[src/rtl/mips_harness_pkg.sv]
// mips_harness_pkg
//   Shared types and helpers for the MIPS pipeline harness blocks.
//   - state_e   : reset-sequencer state encoding (3 bits)
//   - cnt_width : counter width needed to hold values 0..max_val (min 1)
package mips_harness_pkg;

    typedef enum logic [2:0] {
        ST_ASSERT  = 3'd0,
        ST_RELEASE = 3'd1,
        ST_RUN     = 3'd2,
        ST_HALTED  = 3'd3,
        ST_TIMEOUT = 3'd4
    } state_e;

    function automatic int cnt_width(input int max_val);
        return (max_val < 1) ? 1 : $clog2(max_val + 1);
    endfunction

endpackage

[src/rtl/rst_sync2.sv]
// rst_sync2
//   Two-flop reset synchronizer: asserts asynchronously, releases on the
//   second rising clock edge after rst_ni goes high.
//   Ports:
//     clk_i  : destination clock
//     rst_ni : asynchronous active-low reset
//     rel_o  : 1 once reset release has been synchronized into clk_i
module rst_sync2 (
    input  logic clk_i,
    input  logic rst_ni,
    output logic rel_o
);

    logic sync1_q;
    logic sync2_q;

    always_ff @(posedge clk_i or negedge rst_ni) begin
        if (!rst_ni) begin
            sync1_q <= 1'b0;
            sync2_q <= 1'b0;
        end else begin
            sync1_q <= 1'b1;
            sync2_q <= sync1_q;
        end
    end

    assign rel_o = sync2_q;

endmodule

[src/rtl/mips_rst_seq.sv]
// mips_rst_seq
//   Reset sequencer and run monitor. Turns the board reset into N_CH
//   staggered active-high channel resets, then counts RUN cycles until halt
//   or watchdog expiry. sw_rst_req restarts the sequence without the
//   synchronizer latency.
//   Ports:
//     clk          : system clock, rising edge
//     reset        : asynchronous active-low board reset
//     sw_rst_req   : synchronous software restart request
//     halt         : core finished (honoured only in RUN)
//     ch_rst       : per-channel reset, active-high
//     all_released : every channel released (RUN / HALTED)
//     run_cycles   : saturating count of RUN cycles
//     done         : halt observed
//     timeout      : watchdog expired
//     state_dbg_o  : current FSM state (debug visibility)
module mips_rst_seq
    import mips_harness_pkg::*;
#(
    parameter int N_CH        = 4,
    parameter int HOLD_CYCLES = 10,
    parameter int STAGGER     = 2,
    parameter int CNT_W       = 32,
    parameter int WDT_CYCLES  = 0
) (
    input  logic             clk,
    input  logic             reset,
    input  logic             sw_rst_req,
    input  logic             halt,
    output logic [N_CH-1:0]  ch_rst,
    output logic             all_released,
    output logic [CNT_W-1:0] run_cycles,
    output logic             done,
    output logic             timeout,
    output logic [2:0]       state_dbg_o
);

    localparam int HOLD_W = cnt_width(HOLD_CYCLES - 1);
    localparam int STAG_W = cnt_width((N_CH - 1) * STAGGER);

    localparam logic [HOLD_W-1:0] HOLD_LAST = HOLD_W'(HOLD_CYCLES - 1);
    localparam logic [STAG_W-1:0] STAG_LAST = STAG_W'((N_CH - 1) * STAGGER);
    localparam logic [CNT_W-1:0]  RUN_MAX   = '1;
    localparam logic [CNT_W-1:0]  WDT_LAST  = CNT_W'(WDT_CYCLES - 1);

    state_e            state_q;
    logic [N_CH-1:0]   ch_rst_q;
    logic              all_rel_q;
    logic [CNT_W-1:0]  run_q;
    logic              done_q;
    logic              timeout_q;
    logic [HOLD_W-1:0] hold_q;
    logic [STAG_W-1:0] stag_q;

    logic              sync_rel;
    logic [STAG_W-1:0] stag_d;
    logic [CNT_W-1:0]  run_d;

    rst_sync2 u_sync (
        .clk_i  (clk),
        .rst_ni (reset),
        .rel_o  (sync_rel)
    );

    // stag_d is the number of edges since entering RELEASE, counting this one.
    assign stag_d = stag_q + STAG_W'(1);
    assign run_d  = (run_q == RUN_MAX) ? run_q : run_q + CNT_W'(1);

    always_ff @(posedge clk or negedge reset) begin
        if (!reset) begin
            state_q   <= ST_ASSERT;
            ch_rst_q  <= '1;
            all_rel_q <= 1'b0;
            run_q     <= '0;
            done_q    <= 1'b0;
            timeout_q <= 1'b0;
            hold_q    <= '0;
            stag_q    <= '0;
        end else if (sw_rst_req) begin
            // Synchronizer is left alone, so hold counting resumes next edge.
            state_q   <= ST_ASSERT;
            ch_rst_q  <= '1;
            all_rel_q <= 1'b0;
            run_q     <= '0;
            done_q    <= 1'b0;
            timeout_q <= 1'b0;
            hold_q    <= '0;
            stag_q    <= '0;
        end else begin
            case (state_q)
                ST_ASSERT: begin
                    if (sync_rel) begin
                        if (hold_q == HOLD_LAST) begin
                            ch_rst_q[0] <= 1'b0;
                            hold_q      <= '0;
                            stag_q      <= '0;
                            if (N_CH == 1) begin
                                state_q   <= ST_RUN;
                                all_rel_q <= 1'b1;
                            end else begin
                                state_q <= ST_RELEASE;
                            end
                        end else begin
                            hold_q <= hold_q + HOLD_W'(1);
                        end
                    end
                end
                ST_RELEASE: begin
                    stag_q <= stag_d;
                    for (int i = 1; i < N_CH; i++) begin
                        if (stag_d == STAG_W'(i * STAGGER)) begin
                            ch_rst_q[i] <= 1'b0;
                        end
                    end
                    if (stag_d == STAG_LAST) begin
                        state_q   <= ST_RUN;
                        all_rel_q <= 1'b1;
                    end
                end
                ST_RUN: begin
                    // halt wins over a coincident watchdog expiry.
                    if (halt) begin
                        state_q <= ST_HALTED;
                        done_q  <= 1'b1;
                    end else begin
                        run_q <= run_d;
                        if ((WDT_CYCLES != 0) && (run_q == WDT_LAST)) begin
                            state_q   <= ST_TIMEOUT;
                            timeout_q <= 1'b1;
                            ch_rst_q  <= '1;
                            all_rel_q <= 1'b0;
                        end
                    end
                end
                ST_HALTED, ST_TIMEOUT: begin
                    state_q <= state_q;
                end
                default: begin
                    state_q  <= ST_ASSERT;
                    ch_rst_q <= '1;
                end
            endcase
        end
    end

    assign ch_rst       = ch_rst_q;
    assign all_released = all_rel_q;
    assign run_cycles   = run_q;
    assign done         = done_q;
    assign timeout      = timeout_q;
    assign state_dbg_o  = state_q;

endmodule

[config.mk]
export PLATFORM = sky130hd
export DESIGN_NAME = mips_rst_seq
export DESIGN_NICKNAME = d
export VERILOG_FILES = /design/src/rtl/mips_harness_pkg.sv /design/src/rtl/rst_sync2.sv /design/src/rtl/mips_rst_seq.sv
export SDC_FILE = /design/constraint.sdc
export NUM_CORES = 1
export LEC_CHECK = 0
export ABC_AREA = 1
export BUFFER_PORTS_ARGS = -buffer_cell sky130_fd_sc_hd__buf_2
export CORE_MARGIN = 2
export CORE_UTILIZATION = 57
export CTS_CLUSTER_DIAMETER = 200
export DETAILED_ROUTE_END_ITERATION = 10
export PLACE_DENSITY = 0.8
export REMOVE_ABC_BUFFERS = 1
export SYNTH_ARGS = -nofsm -noshare
export SYNTH_HDL_FRONTEND = slang
export SYNTH_SLANG_ARGS = --single-unit
[constraint.sdc]
create_clock -name clk -period 2.1 [get_ports clk]
set_input_delay 0 -clock clk [delete_from_list [all_inputs] [get_ports clk]]
set_output_delay 0 -clock clk [all_outputs]
set_load 0.01 [all_outputs]
==> impl_metrics.ini <==
[status]
outcome = finished, final reports clean

[detailed_routing]
dr.pass1.iters = 4
wl_per_cell_um = 13.6
ant_nets = 0
via_count = 2984
first_iter_violations = 208
wl_mm = 7.63
vias_per_cell = 5.30
drc_errors = 0

[yosys]
post_synth_inst_count = 440
ys_types = 32
post_synth.cell_area_avg_um2 = 6.97
synth-edff-count = 0
cell_area_synth_um2 = 3070
postSynth.topFlopCell = sky130_fd_sc_hd__dfrtp_1
synth_seq_cells = 49
async_s_r_ff_share_synth_pct = 100
synth_seq_area_share_pct = 40.2
ys_warn_count = 0

[finish]
post-route-util_pct = 68.7
final_nets = 507
area_growth_syn_to_layout_pct = 15.1
antenna-diode-count = 0
drive_gt1_share_pct = 16.0

[worst_setup_path]
worstPathBufferInverterCount = 2
worstSetupStartpointType = flop
critical_path.slowest_cell = sky130_fd_sc_hd__dfrtp_1
critPathMostFrequentCell = sky130_fd_sc_hd__nand2_1
ws_path_type = flop to flop
worst_ep_required_time_ns = 2.35
end_kind = flop
path_cells = ha_2 > nand2_1 > nor2_4 > nand2_4 > nor2_4 > nand2_2 > nand2_2 > nand2_4 > inv_2 > buf_12 > nand2_1 > nand2_1
max_stage_delay_ns = 0.41
rr_startpoint = run_cycles[1]
timing.critical_path.fanout_max = 23
data_arrival_time_of_the_critical_path_ns = 2.15
crit_start = run_cycles[1]
critPathTopFamily = simple AND/OR/NAND/NOR gates

[sta]
finClkSkew_ns = 0.00732
setup_violations = 0
final.period_utilization_pct = 90.5
final-hold-violation-count = 0
timing_max_transition_violations_final = 0
grt_setup_unrepaired = false
layout_min_cycle_time_ns = 1.90
final.setup.tns_ns = 0
timing.fmax_ghz = 0.526

[job]
maxCapViolCount = 0

[worst_hold_path]
min_from = sw_rst_req
hold_path.class = primary input to flop

[cts]
cts.root.buffer_cell = sky130_fd_sc_hd__clkbuf_8
cts_max_path_buffers = 2
clkSinkCount = 49
clkSlewWorstSetupHoldPaths_ns = 0.09
insertion_delay_of_the_later_clocked_pin_in_the_worst_skew_pair_ns = 0.31
htreeDepth = 2
numCtsBuffers = 5
cts_tree = yes

[grt]
global_route.overflow_total = 0
grt_max_degree = 34
track_usage_pct = 26.6
grt_antenna_before_repair = 0
first_global_vias = 2835
grt_pass1_wl_mm = 12.7

[floorplan]
start_util_pct = 59.6
width_of_the_die_um = 77.3
floorplan.core_area_um2 = 5140
io-pin-count = 46
floorplan.die_area_um2 = 5980
floorplan.rows = 26
chipHeight_um = 77.3

[place]
hpwl_mm = 5.55
port_bufs = 43
gp_congestion = 0.918

[power_and_ir_drop]
ir_worst_vdd_mv = 0.478
power.leakage_nw = 1.80
power.density_cell_area_nw_per_um2 = 639
==> path summary, 6_finish.rpt <==
kind                                       end  slack (ns)  cells after the start
max in group asynchronous            ch_rst[1]        1.18                      3
worst min-delay path                 ch_rst[3]        0.04                      3
worst min register to register    u_sync.rel_o        0.36                      0
worst max register to register  run_cycles[31]        0.20                     12
min in group asynchronous        run_cycles[2]        0.12                      2
worst max-delay path            run_cycles[31]        0.20                     12
==> metal layers <==
layer  wire length [um]  part of all wire, %  global-route usage (%)
met5                  0                    0                       0
met4                120                  1.6                    10.4
met3                468                  6.1                    3.72
met2               3770                   49                    47.7
met1               3270                   43                    32.1
==> synth_stat cells, types with 2 or more instances <==
library cell / n / share of area, %
sky130_fd_sc_hd__inv_1: 39 / 4.8
sky130_fd_sc_hd__dfrtp_1: 45 / 37
sky130_fd_sc_hd__xor2_1: 10 / 2.9
sky130_fd_sc_hd__clkbuf_1: 6 / 0.73
sky130_fd_sc_hd__a21oi_1: 5 / 0.82
sky130_fd_sc_hd__nand2_1: 171 / 21
sky130_fd_sc_hd__buf_4: 2 / 0.49
sky130_fd_sc_hd__nand4_1: 20 / 4.1
sky130_fd_sc_hd__nand2_4: 2 / 0.73
sky130_fd_sc_hd__o22ai_1: 4 / 0.82
sky130_fd_sc_hd__conb_1: 2 / 0.24
sky130_fd_sc_hd__nor2_2: 2 / 0.41
sky130_fd_sc_hd__o21ai_0: 7 / 1.1
sky130_fd_sc_hd__nand3_1: 27 / 4.4
sky130_fd_sc_hd__ha_1: 11 / 4.5
sky130_fd_sc_hd__dfstp_2: 4 / 3.4
sky130_fd_sc_hd__or2_2: 4 / 0.82
sky130_fd_sc_hd__nand2_2: 2 / 0.41
sky130_fd_sc_hd__nor2_4: 2 / 0.73
sky130_fd_sc_hd__nor2_1: 63 / 7.7
==> state kept, by name, indices dropped and copies added, names as in the netlist <==
register,count
all_released,1
ch_rst,4
done,1
hold_q,4
run_cycles,32
stag_q,3
state_dbg_o,2
u_sync.rel_o,1
u_sync.sync1_q,1
==> power breakdown <==
part	switching (mW)	internal (mW)
sequential	0.0644	1.02
clock	0.316	0.388
combinational	0.296	0.170
total	0.676	1.58
==> cells by family after synthesis <==
logic type	Yosys count	share of synthesized area, %
AND/OR/NAND/NOR	293	40.2
buffers and inverters	51	7.14
flip-flops	49	40.2
AO/OA/AOI/OAI	22	4.25
adder cells (fa/ha/maj)	11	4.49
XOR/XNOR	11	3.14
other	2	0.245
multiplexers	1	0.327
==> through the flow <==
stage	total power [mW]	worst slack (ns)	std cells	cell area [um^2]	hold WS, ns
2_1_floorplan	1.38	0.242	430	3000	-0.296
6_report	2.26	0.200	563	3530	0.0430
3_5_place_dp	1.56	0.226	552	3380	-0.0596
5_1_grt	2.37	0.00993	563	3530	0.0676
3_3_place_gp	1.54	0.313	552	3380	-0.0663
4_1_cts	2.26	0.195	562	3520	0.0403
==> timing repair <==
action / 4_1_cts / 5_1_grt
hold endpoints to repair: 17 / 0
buffers inserted: 0 / 1
setup endpoints to repair: 0 / 4
resized for setup: 0 / 1
hold buffers: 2 / 0
==> cells in the final DEF, fill, tap and decap left out, types with 7 or more instances in the layout <==
cell type                 instances
sky130_fd_sc_hd__buf_2           43
sky130_fd_sc_hd__nand4_1         20
sky130_fd_sc_hd__nand3_1         27
sky130_fd_sc_hd__ha_1            10
sky130_fd_sc_hd__dfrtp_1         45
sky130_fd_sc_hd__nor2_1          63
sky130_fd_sc_hd__buf_4            9
sky130_fd_sc_hd__xor2_1          10
sky130_fd_sc_hd__nand2_1        171
sky130_fd_sc_hd__o21ai_0          7
sky130_fd_sc_hd__inv_1           39
==> cell type report <==
class                   instances  area (um^2)
multi-input cells             341         1620
clock buffers                   7         86.3
clock inverters                 1         30.0
fillers                       458         1610
repair buffers                 55          323
flip-flops and latches         49         1230
inverters                      40          150
well taps                      70         87.6
==> worst min-delay path, delay by kind of cell <==
| kind | cells | cell delay, ns |
|---|---|---|
| buffers and inverters | 1 | 0.18 |
| and+or+nand+nor | 1 | 0.12 |
| AOI/OAI and AO/OA | 1 | 0.04 |
Note: power is estimated with default switching activity, not from simulation.
